`src/rtl/dmem_arbiter.sv`:
```
// Data-memory arbiter: EX/MEM CPU port vs. debug/loader port,
// single outstanding access, bounded debug starvation.
module dmem_arbiter #(
  parameter int STARVE_LIMIT = 4
) (
  input  logic       clk,
  input  logic       rst,
  input  logic       cpu_memread,
  input  logic       cpu_memwrite,
  input  logic [7:0] cpu_addr,
  input  logic [7:0] cpu_wdata,
  output logic [7:0] cpu_rdata,
  output logic       cpu_stall,
  input  logic       dbg_req,
  input  logic       dbg_we,
  input  logic [7:0] dbg_addr,
  input  logic [7:0] dbg_wdata,
  output logic [7:0] dbg_rdata,
  output logic       dbg_done,
  output logic       mem_req,
  output logic       mem_we,
  output logic [7:0] mem_addr,
  output logic [7:0] mem_wdata,
  input  logic       mem_ack,
  input  logic [7:0] mem_rdata
);

  typedef enum logic [1:0] {
    IDLE,
    CPU_ACC,
    CPU_DONE,
    DBG_ACC
  } state_t;

  typedef struct packed {
    logic       we;
    logic [7:0] addr;
    logic [7:0] wdata;
  } acc_t;

  localparam logic [2:0] LIMIT = 3'(STARVE_LIMIT);

  state_t     state;
  state_t     state_nxt;
  acc_t       acc;
  acc_t       acc_nxt;
  logic [2:0] starve_cnt;
  logic [2:0] starve_nxt;
  logic       done_nxt;
  logic       cpu_active;
  logic       cpu_go;
  logic       dbg_go;
  logic       cpu_rd_upd;
  logic       dbg_rd_upd;

  assign cpu_active = cpu_memread | cpu_memwrite;

  // CPU keeps priority until a waiting debug request has seen LIMIT grants
  assign cpu_go = cpu_active &
                  (~dbg_req | (starve_cnt < LIMIT));
  assign dbg_go = ~cpu_go & dbg_req;

  always_comb begin
    state_nxt  = state;
    acc_nxt    = acc;
    starve_nxt = starve_cnt;
    done_nxt   = 1'b0;
    unique case (state)
      IDLE: begin
        if (!dbg_req)
          starve_nxt = 3'd0;
        unique case (1'b1)
          cpu_go: begin
            state_nxt     = CPU_ACC;
            acc_nxt.we    = cpu_memwrite;
            acc_nxt.addr  = cpu_addr;
            acc_nxt.wdata = cpu_wdata;
            if (dbg_req && starve_cnt != 3'd7)
              starve_nxt = starve_cnt + 3'd1;
          end
          dbg_go: begin
            state_nxt     = DBG_ACC;
            acc_nxt.we    = dbg_we;
            acc_nxt.addr  = dbg_addr;
            acc_nxt.wdata = dbg_wdata;
            starve_nxt    = 3'd0;
          end
          default: ;
        endcase
      end
      CPU_ACC: begin
        if (mem_ack)
          state_nxt = CPU_DONE;
      end
      CPU_DONE: begin
        state_nxt = IDLE;
      end
      DBG_ACC: begin
        if (mem_ack) begin
          state_nxt = IDLE;
          done_nxt  = 1'b1;
        end
      end
    endcase
  end

  assign cpu_rd_upd = (state == CPU_ACC) &
                      mem_ack & ~acc.we;
  assign dbg_rd_upd = (state == DBG_ACC) &
                      mem_ack & ~acc.we;

  always_ff @(posedge clk or negedge rst) begin
    if (!rst) begin
      state      <= IDLE;
      acc        <= '0;
      starve_cnt <= 3'd0;
      dbg_done   <= 1'b0;
      cpu_rdata  <= 8'h00;
      dbg_rdata  <= 8'h00;
    end else begin
      state      <= state_nxt;
      acc        <= acc_nxt;
      starve_cnt <= starve_nxt;
      dbg_done   <= done_nxt;
      if (cpu_rd_upd)
        cpu_rdata <= mem_rdata;
      if (dbg_rd_upd)
        dbg_rdata <= mem_rdata;
    end
  end

  assign mem_req   = (state == CPU_ACC) |
                     (state == DBG_ACC);
  assign mem_we    = mem_req & acc.we;
  assign mem_addr  = acc.addr;
  assign mem_wdata = acc.wdata;

  assign cpu_stall = cpu_active &
                     (state != CPU_DONE);

endmodule

```
`config.mk`:
```
export PLATFORM = sky130hd
export DESIGN_NAME = dmem_arbiter
export DESIGN_NICKNAME = d
export VERILOG_FILES = /design/src/rtl/dmem_arbiter.sv
export SDC_FILE = /design/constraint.sdc
export NUM_CORES = 1
export LEC_CHECK = 0
export ABC_AREA = 1
export CAP_MARGIN = 5
export CELL_PAD_IN_SITES_DETAIL_PLACEMENT = 0
export CELL_PAD_IN_SITES_GLOBAL_PLACEMENT = 2
export CORE_AREA = 2 2 94 96
export DETAILED_ROUTE_END_ITERATION = 10
export DIE_AREA = 0 0 96 98
export PLACE_DENSITY = 0.82
export SYNTH_ARGS = -nofsm -noshare
export SYNTH_HDL_FRONTEND = slang
export SYNTH_SLANG_ARGS = --single-unit
```
`constraint.sdc`:
```
create_clock -name clk -period 3.59 [get_ports clk]
set_input_delay 0.718 -clock clk [delete_from_list [all_inputs] [get_ports clk]]
set_output_delay 0.718 -clock clk [all_outputs]
set_load 0.005 [all_outputs]
```
==> Word-level counts from Yosys, hierarchy flattened <==
Index checks and enable logic that the tools add are counted.
{ "word_totals": {"inputBits": 47, "elab_cells": 47, "out_inout_bits": 36, "register_bits": 39} }
{ "op_classes": {"n_reduce_logical": 5, "add_sub_neg": 1, "bitwise": 14, "mux": 10, "n_eq_ne": 8, "magnitude_cmp": 1} }
{ "ops": {"columns": ["op", "count"], "rows": [
  ["one-hot mux 17 bit (2 select lines)", 1],
  ["AND 1 bit", 8],
  ["one-hot mux 2 bit (4 select lines)", 1],
  ["2-to-1 mux 3 bit", 2],
  ["inequality test 2 bit, second input constant", 3],
  ["inequality test 3 bit, second input constant", 2],
  ["one-hot mux 3 bit (2 select lines)", 1],
  ["== test 2 bit, second input constant", 2],
  ["2-to-1 mux 2 bit", 2],
  ["one-hot mux 2 bit (2 select lines)", 1],
  ["adder 3 x 1 -> 3 bit, second input constant", 1],
  ["less-than comparator 3 bit, second input constant", 1],
  ["inverter 1 bit", 3],
  ["bitwise OR 1 bit", 3],
  ["AND reduction 3 bit", 1],
  ["== test 2 x 1 -> 1 bit, second input constant", 1],
  ["logical NOT 2 bit", 1],
  ["2-to-1 mux 1 bit", 2],
  ["AND reduction 2 bit", 1],
  ["nonzero test 2 bit", 1],
  ["logical AND 1 bit", 1]
]} }

==> Depth between registers and ports, before layout <==
Gate-level depths: netlist of run 1.
{ "depth": {"depth_word": 7, "ltp_mapped": 7, "ltp_nobuf": 6} }

==> Worst setup path after synthesis of run 1 <==
No wires, ideal clock.
{ "synth_timing": {"path_type": "input to output", "from": "input cpu_memwrite", "to": "output cpu_stall", "t_required_ns": 2.872, "arrival_time_ns": 1.022, "stages": 2, "n_path_buf": 0, "slack_ns": 1.850, "cell_sequence": "nor2_1 -> a21oi_1"} }
{ "synth_between": {"elab_chain_cells": 2} }
{ "synth_rtl": {"columns": ["item", "line", "text"], "rows": [
  ["start: declaration", "9", "input logic cpu_memwrite,"],
  ["bitwise OR 1 bit", "56", "assign cpu_active = cpu_memread | cpu_memwrite;"],
  ["AND 1 bit", "138", "assign cpu_stall = cpu_active &"],
  ["end: declaration", "13", "output logic cpu_stall,"]
]} }
No other way between the ends.

==> Final worst setup path of run 1 <==
Same ends and word-level chain as after synthesis.

==> flow_summary.yaml, run 1 <==
worst_setup_path:
  worst-path-buf-inv: 2
  crit_family: "buffers and inverters"
  slowest_stage: "clkdlybuf4s50_1"
  path_max_fanout: 3
  crit_required_ps: 2870
  cpPeakStageDelay_ps: 480
  cp_common_cell: "clkdlybuf4s50_1"
  start_kind: "primary input"
  crit_path_end_kind: "output pin"
  crit_type: "primary input to output pin"
  cp.arrival_ps: 2050
  path_cells: "clkdlybuf4s50_1 > nor2_1 > a21oi_1 > clkdlybuf4s50_1"
timing:
  setup_viol_count_final: 0
  rsz0062_at_grt: "false"
  min_period_ps: 2770
  fin_setup_tns_ps: 0
  hold_violations: 0
  worst_slack_ps: 818
  clock.fmax_ghz: 0.361
  drv_slew: 0
  tightest_slew_ps: 908
  fin_skew_ps: 7.34
  post-route-period-util_pct: 77.2
  slew_headroom_pct: 39.5
global_routing:
  grt_overflow_total: 0
  grt_max_degree: 40
  grt_first_pass_wirelength_um: 8640
  grt_pass1_vias: 1778
  grt_usage_pct: 11.6
  antenna_found_initial: 0
final_layout:
  area_delta_synth_final_pct: 42.0
  final_area_mm2: 0.00294
  finalNetCount: 378
  utilization_pct: 34.7
  layout-drive-gt1-share_pct: 7.88
  diodes: 0
  n_fill_cell: 913
clock_network:
  root_buffer: "clkbuf_8"
  cts_hold_buf: 0
  cts_setup_buffers: 0
  clockBufferDepth: 2
  cts_tree: "done"
  cts_made_buffers: 5
  cts_resized: 0
  htreeDepth: 2
  path_clk_slew_ps: 90
  numClockSinks: 39
  clk_latency_ps: 290
logic_synthesis:
  synth_nets: 314
  synth_cell_types: 20
  synth_top_area_share_pct: 47.2
  ys_ff_latch: 39
  synth_edf_count: 0
  yosys_warnings: 0
  synthTopCellsByArea: "dfrtp_1 47%, nand2_1 15%, inv_1 8.3%, nand3_1 8.0%, buf_4 6.5%"
  synth-seq-area-share_pct: 47.2
  synth_common_cells: "84 x nand2_1, 46 x inv_1, 39 x dfrtp_1"
  ys_async_sr_fraction_pct: 100
  synth_top_cell_by_area: "dfrtp_1"
  syn_inst: 265
  postSynthAreaPerCell_um2: 7.80
  synth_flop_cell: "dfrtp_1"
  yosysMostFrequentCell: "nand2_1"
  syn-cell-area_mm2: 0.00207
outcome:
  status: "finished, final reports clean"
routing:
  vias_per_cell: 4.07
  drc: 0
  drt-initial-drc-count: 42
  wirelength_um: 5150
  drtPass1Iterations: 4
  detail_route.wl_per_cell_um: 11.8
  vias: 1784
  final_antenna_net_count: 0
worst_hold_path:
  hold_class: "flop to flop"
floorplan:
  fp.dieW_um: 96
  die_h_um: 98
  placementRows: 34
  core-area_mm2: 0.00847
  start_util_pct: 24.4
  num_io_pins: 83
  die-area_mm2: 0.00941
place:
  dpl.hpwl_um: 3660
  place_congestion: 0.676
  postPlaceCellArea_mm2: 0.00285
  dpl_worst_slack_ps: 744
  port_buffers: 82
power:
  p_leak_nw: 1.49
  vdd_drop_max_mv: 0.176
  power.density_mw_per_mm2: 686
job:
  drv_cap: 0
-- per-layer routing --
metal / share of wire [%] / global-route usage (%)
met1: 45 / 15.7
met2: 47 / 18.4
met3: 5.7 / 2.55
met4: 1.5 / 3.63
met5: 0 / 0
-- state kept, by name, indices dropped and copies added (netlist names) --
name / flops
starve_cnt: 3
state: 2
acc: 1
dbg_rdata: 8
dbg_done: 1
mem_wdata: 8
cpu_rdata: 8
mem_addr: 8
-- worst paths after layout --
check,depth (start not counted),slack (ps),end,from
worst max-delay path,4,820,cpu_stall,cpu_memwrite
worst min-delay path,2,490,mem_addr[0]$_DFFE_PN0P_,mem_addr[0]$_DFFE_PN0P_
worst max register to register,6,1920,mem_wdata[7]$_DFFE_PN0P_,starve_cnt[2]$_DFFE_PN0P_
worst min register to register,2,490,mem_addr[0]$_DFFE_PN0P_,mem_addr[0]$_DFFE_PN0P_
max in group asynchronous,1,2470,mem_wdata[2]$_DFFE_PN0P_,rst
min in group asynchronous,1,560,cpu_rdata[1]$_DFFE_PN0P_,rst
-- logic make-up (layout without fill, tap and decap cells) --
family | Yosys count | in the layout | share of synthesized area (%)
AND/OR/NAND/NOR | 126 | 126 | 26.1
buffers and inverters | 74 | 139 | 17.3
flip-flops | 39 | 39 | 47.2
AO/OA/AOI/OAI | 23 | 23 | 7.74
adder cells (fa/ha/maj) | 2 | 2 | 1.21
XOR/XNOR | 1 | 1 | 0.424
-- worst reg2reg max path, stage by stage (launching register included) --
cell	delay (ps)
dfrtp_1	380
nand2_1	90
o21ai_2	350
nand2_2	460
nand2_1	160
nand3_1	80
nand2_1	90
-- where the power goes --
group / total, W / switching [W] / leakage, nW / internal, W
sequential: 0.000769 / 0.000123 / 0.487 / 0.000645
combinational: 0.000945 / 0.000431 / 0.962 / 0.000514
clock: 0.000301 / 0.000166 / 0.0402 / 0.000135
total: 0.00201 / 0.000720 / 1.49 / 0.00129
-- cells in the final DEF (no fill, tap or decap), types with 3 or more instances in the layout --
master,synthesis,routed
dfrtp_1,39,39
nand2_2,3,3
o21ai_2,9,9
nor2_1,3,3
clkbuf_8,0,5
clkdlybuf4s50_1,0,81
o21ai_0,10,10
a21oi_1,3,3
nand2_1,84,84
nand3_1,33,33
inv_1,46,46
-- cell type report --
type	instances	area (um2)	share of cell area, %
clock buffer	5	68.8	2.34
multi-input combinational	152	734	25.0
sequential	39	976	33.2
tap	108	135	4.60
clock inverter	3	20.0	0.681
inverter	48	180	6.13
timing repair buffer	83	823	28.0
-- stage by stage --
stage | power, W | hold slack (ps) | cells
6_report | 0.00201 | 487 | 438
5_1_grt | 0.00219 | 506 | 438
3_5_place_dp | 0.00174 | 470 | 430
4_1_cts | 0.00205 | 492 | 438
2_1_floorplan | 0.00132 | 422 | 265
3_3_place_gp | 0.00173 | 465 | 430
No activity file was read; power rests on OpenSTA's default activity.
==> run 2, diff against run 1 <==
--- a/config.mk
+++ b/config.mk
@@ -9,10 +9,10 @@
 export CAP_MARGIN = 5
 export CELL_PAD_IN_SITES_DETAIL_PLACEMENT = 0
 export CELL_PAD_IN_SITES_GLOBAL_PLACEMENT = 2
-export CORE_AREA = 2 2 94 96
+export CORE_AREA = 2 2 103 105
 export DETAILED_ROUTE_END_ITERATION = 10
-export DIE_AREA = 0 0 96 98
-export PLACE_DENSITY = 0.82
+export DIE_AREA = 0 0 105 107
+export PLACE_DENSITY = 0.72
 export SYNTH_ARGS = -nofsm -noshare
 export SYNTH_HDL_FRONTEND = slang
 export SYNTH_SLANG_ARGS = --single-unit
==> constraint.sdc (replaced) <==
create_clock -name clk -period 2.4 [get_ports clk]
set_input_delay 0.48 -clock clk [delete_from_list [all_inputs] [get_ports clk]]
set_output_delay 0.48 -clock clk [all_outputs]
set_load 0.005 [all_outputs]
==> flow_summary.yaml, run 2 (same netlist as run 1, synthesis figures left out) <==
outcome:
  status: "finished, final reports clean"
power:
  clock_power_share_pct: 14.8
  intPower_w: 0.00198
  switchingPower_w: 0.00107
  combPwrFrac_pct: 47.3
  power.density_mw_per_mm2: 1010
  p_sw_share_pct: 35.1
  vdd_drop_max_mv: 0.257
  p_leak_nw: 1.53
  p_seq_share_pct: 37.9
timing:
  holdWs_ps: 184
  tightest_slew_ps: 584
  setup_viol_count_final: 0
  slew_headroom_pct: 61.1
  rsz0062_at_grt: "false"
  min_period_ps: 2230
  post-route-period-util_pct: 92.8
  worst_slack_ps: 172
  hold_violations: 0
  drv_slew: 0
  fin_skew_ps: 3.08
  fin_setup_tns_ps: 0
  clock.fmax_ghz: 0.449
place:
  dpl_worst_slack_ps: 154
  place_congestion: 0.704
  dpl.hpwl_um: 4160
  port_buffers: 82
final_layout:
  diodes: 0
  multi_input_area_um2: 734
  layout-drive-gt1-share_pct: 9.52
  final_common_cell: "nand2_1"
  area_delta_synth_final_pct: 46.2
  regArea_um2: 976
  finalNetCount: 385
  n_fill_cell: 1127
  layout_common_cells: "84 x nand2_1, 81 x clkdlybuf4s50_1, 46 x inv_1, 39 x dfrtp_1, 33 x nand3_1"
worst_setup_path:
  cp.arrival_ps: 1750
  crit_type: "primary input to output pin"
  slowest_stage: "clkdlybuf4s50_1"
  crit_path_end_kind: "output pin"
  start_kind: "primary input"
  path_max_fanout: 3
  path_cells: "clkdlybuf4s50_1 > nor2_1 > a21oi_1 > clkdlybuf4s50_1"
  crit_path_start: "cpu_memwrite"
  rr_endpoint: "acc[16]$_DFFE_PN0P_"
  cp_common_cell: "clkdlybuf4s50_1"
  crit_required_ps: 1920
  reg2regPathDepth: 5
  r2r_slack_ps: 940
  r2r-start: "state[0]$_DFFE_PN0P_"
  cpPeakStageDelay_ps: 540
clock_network:
  clk_latency_ps: 290
  cts_made_buffers: 5
  cts_hold_buf: 0
  htreeDepth: 2
  cts_tree: "done"
  root_buffer: "clkbuf_8"
  clockBufferDepth: 2
  cts_resized: 0
  path_clk_slew_ps: 70
  cts_setup_buffers: 0
  numClockSinks: 39
routing:
  wirelength_um: 5530
  detail_route.wl_per_cell_um: 11.7
  final_antenna_net_count: 0
  drc: 0
  drtPass1Iterations: 4
  vias: 1770
  vias_per_cell: 3.75
  drt-initial-drc-count: 63
global_routing:
  grt_pass1_vias: 1801
  antenna_found_initial: 0
  grt_overflow_total: 0
  grt_first_pass_wirelength_um: 9090
  grt_usage_pct: 10.3
  grt_max_degree: 26
floorplan:
  die_h_um: 107
  num_io_pins: 83
  start_util_pct: 20.5
  placementRows: 37
  core-area_mm2: 0.0101
  die-area_mm2: 0.0112
  fp.dieW_um: 105
job:
  drv_cap: 0
worst_hold_path:
  hold_class: "primary input to asynchronous set/reset pin"
-- run 2: final cells by class --
type | instances | area share (%)
flip-flops and latches | 39 | 32.3
repair buffers | 90 | 29.0
multi-input cells | 152 | 24.3
inverters | 48 | 5.96
well taps | 136 | 5.63
clock buffers | 6 | 2.73
clock inverters | 1 | 0.165
-- run 2: layer usage --
metal / vias to the layer above / track usage (%) / share of wire, %
met4: 0 / 4.10 / 1.8
li1: 929 / - / -
met1: 785 / 12.9 / 46
met2: 47 / 16.7 / 47
met5: - / 0 / 0
met3: 9 / 2.80 / 5.2
-- run 2: critical path, delay by kind of cell --
family          cells  cell delay (ps)
buf+inv             2             1050
compound gates      1              120
simple gates        1              100
-- run 2: how the worst max path moves through the flow --
stage	end	slack, ps
6_report	cpu_stall	170
3_3_place_gp	cpu_stall	140
5_1_grt	cpu_stall	100
2_1_floorplan	cpu_stall	1140
3_5_place_dp	cpu_stall	150
4_1_cts	cpu_stall	150
-- run 2: power by group through the flow --
stage / Clock [W] / Sequential, W / Combinational, W
global placement: 0 / 0.00117 / 0.00146
floorplan: 0 / 0.00113 / 0.000849
global route: 0.000508 / 0.00120 / 0.00162
finish: 0.000450 / 0.00115 / 0.00144
CTS: 0.000480 / 0.00116 / 0.00149
detailed placement: 0 / 0.00117 / 0.00148
-- run 2: through the flow --
step | power, W | util [%] | cell area, um2 | std cells
final | 0.00304 | 30.0 | 3020 | 472
after global routing | 0.00333 | 30.0 | 3020 | 472
after CTS | 0.00313 | 30.0 | 3020 | 472
after detailed placement | 0.00265 | 29.1 | 2940 | 465
after global placement | 0.00262 | 29.1 | 2940 | 465
after floorplan | 0.00198 | - | 2070 | 265
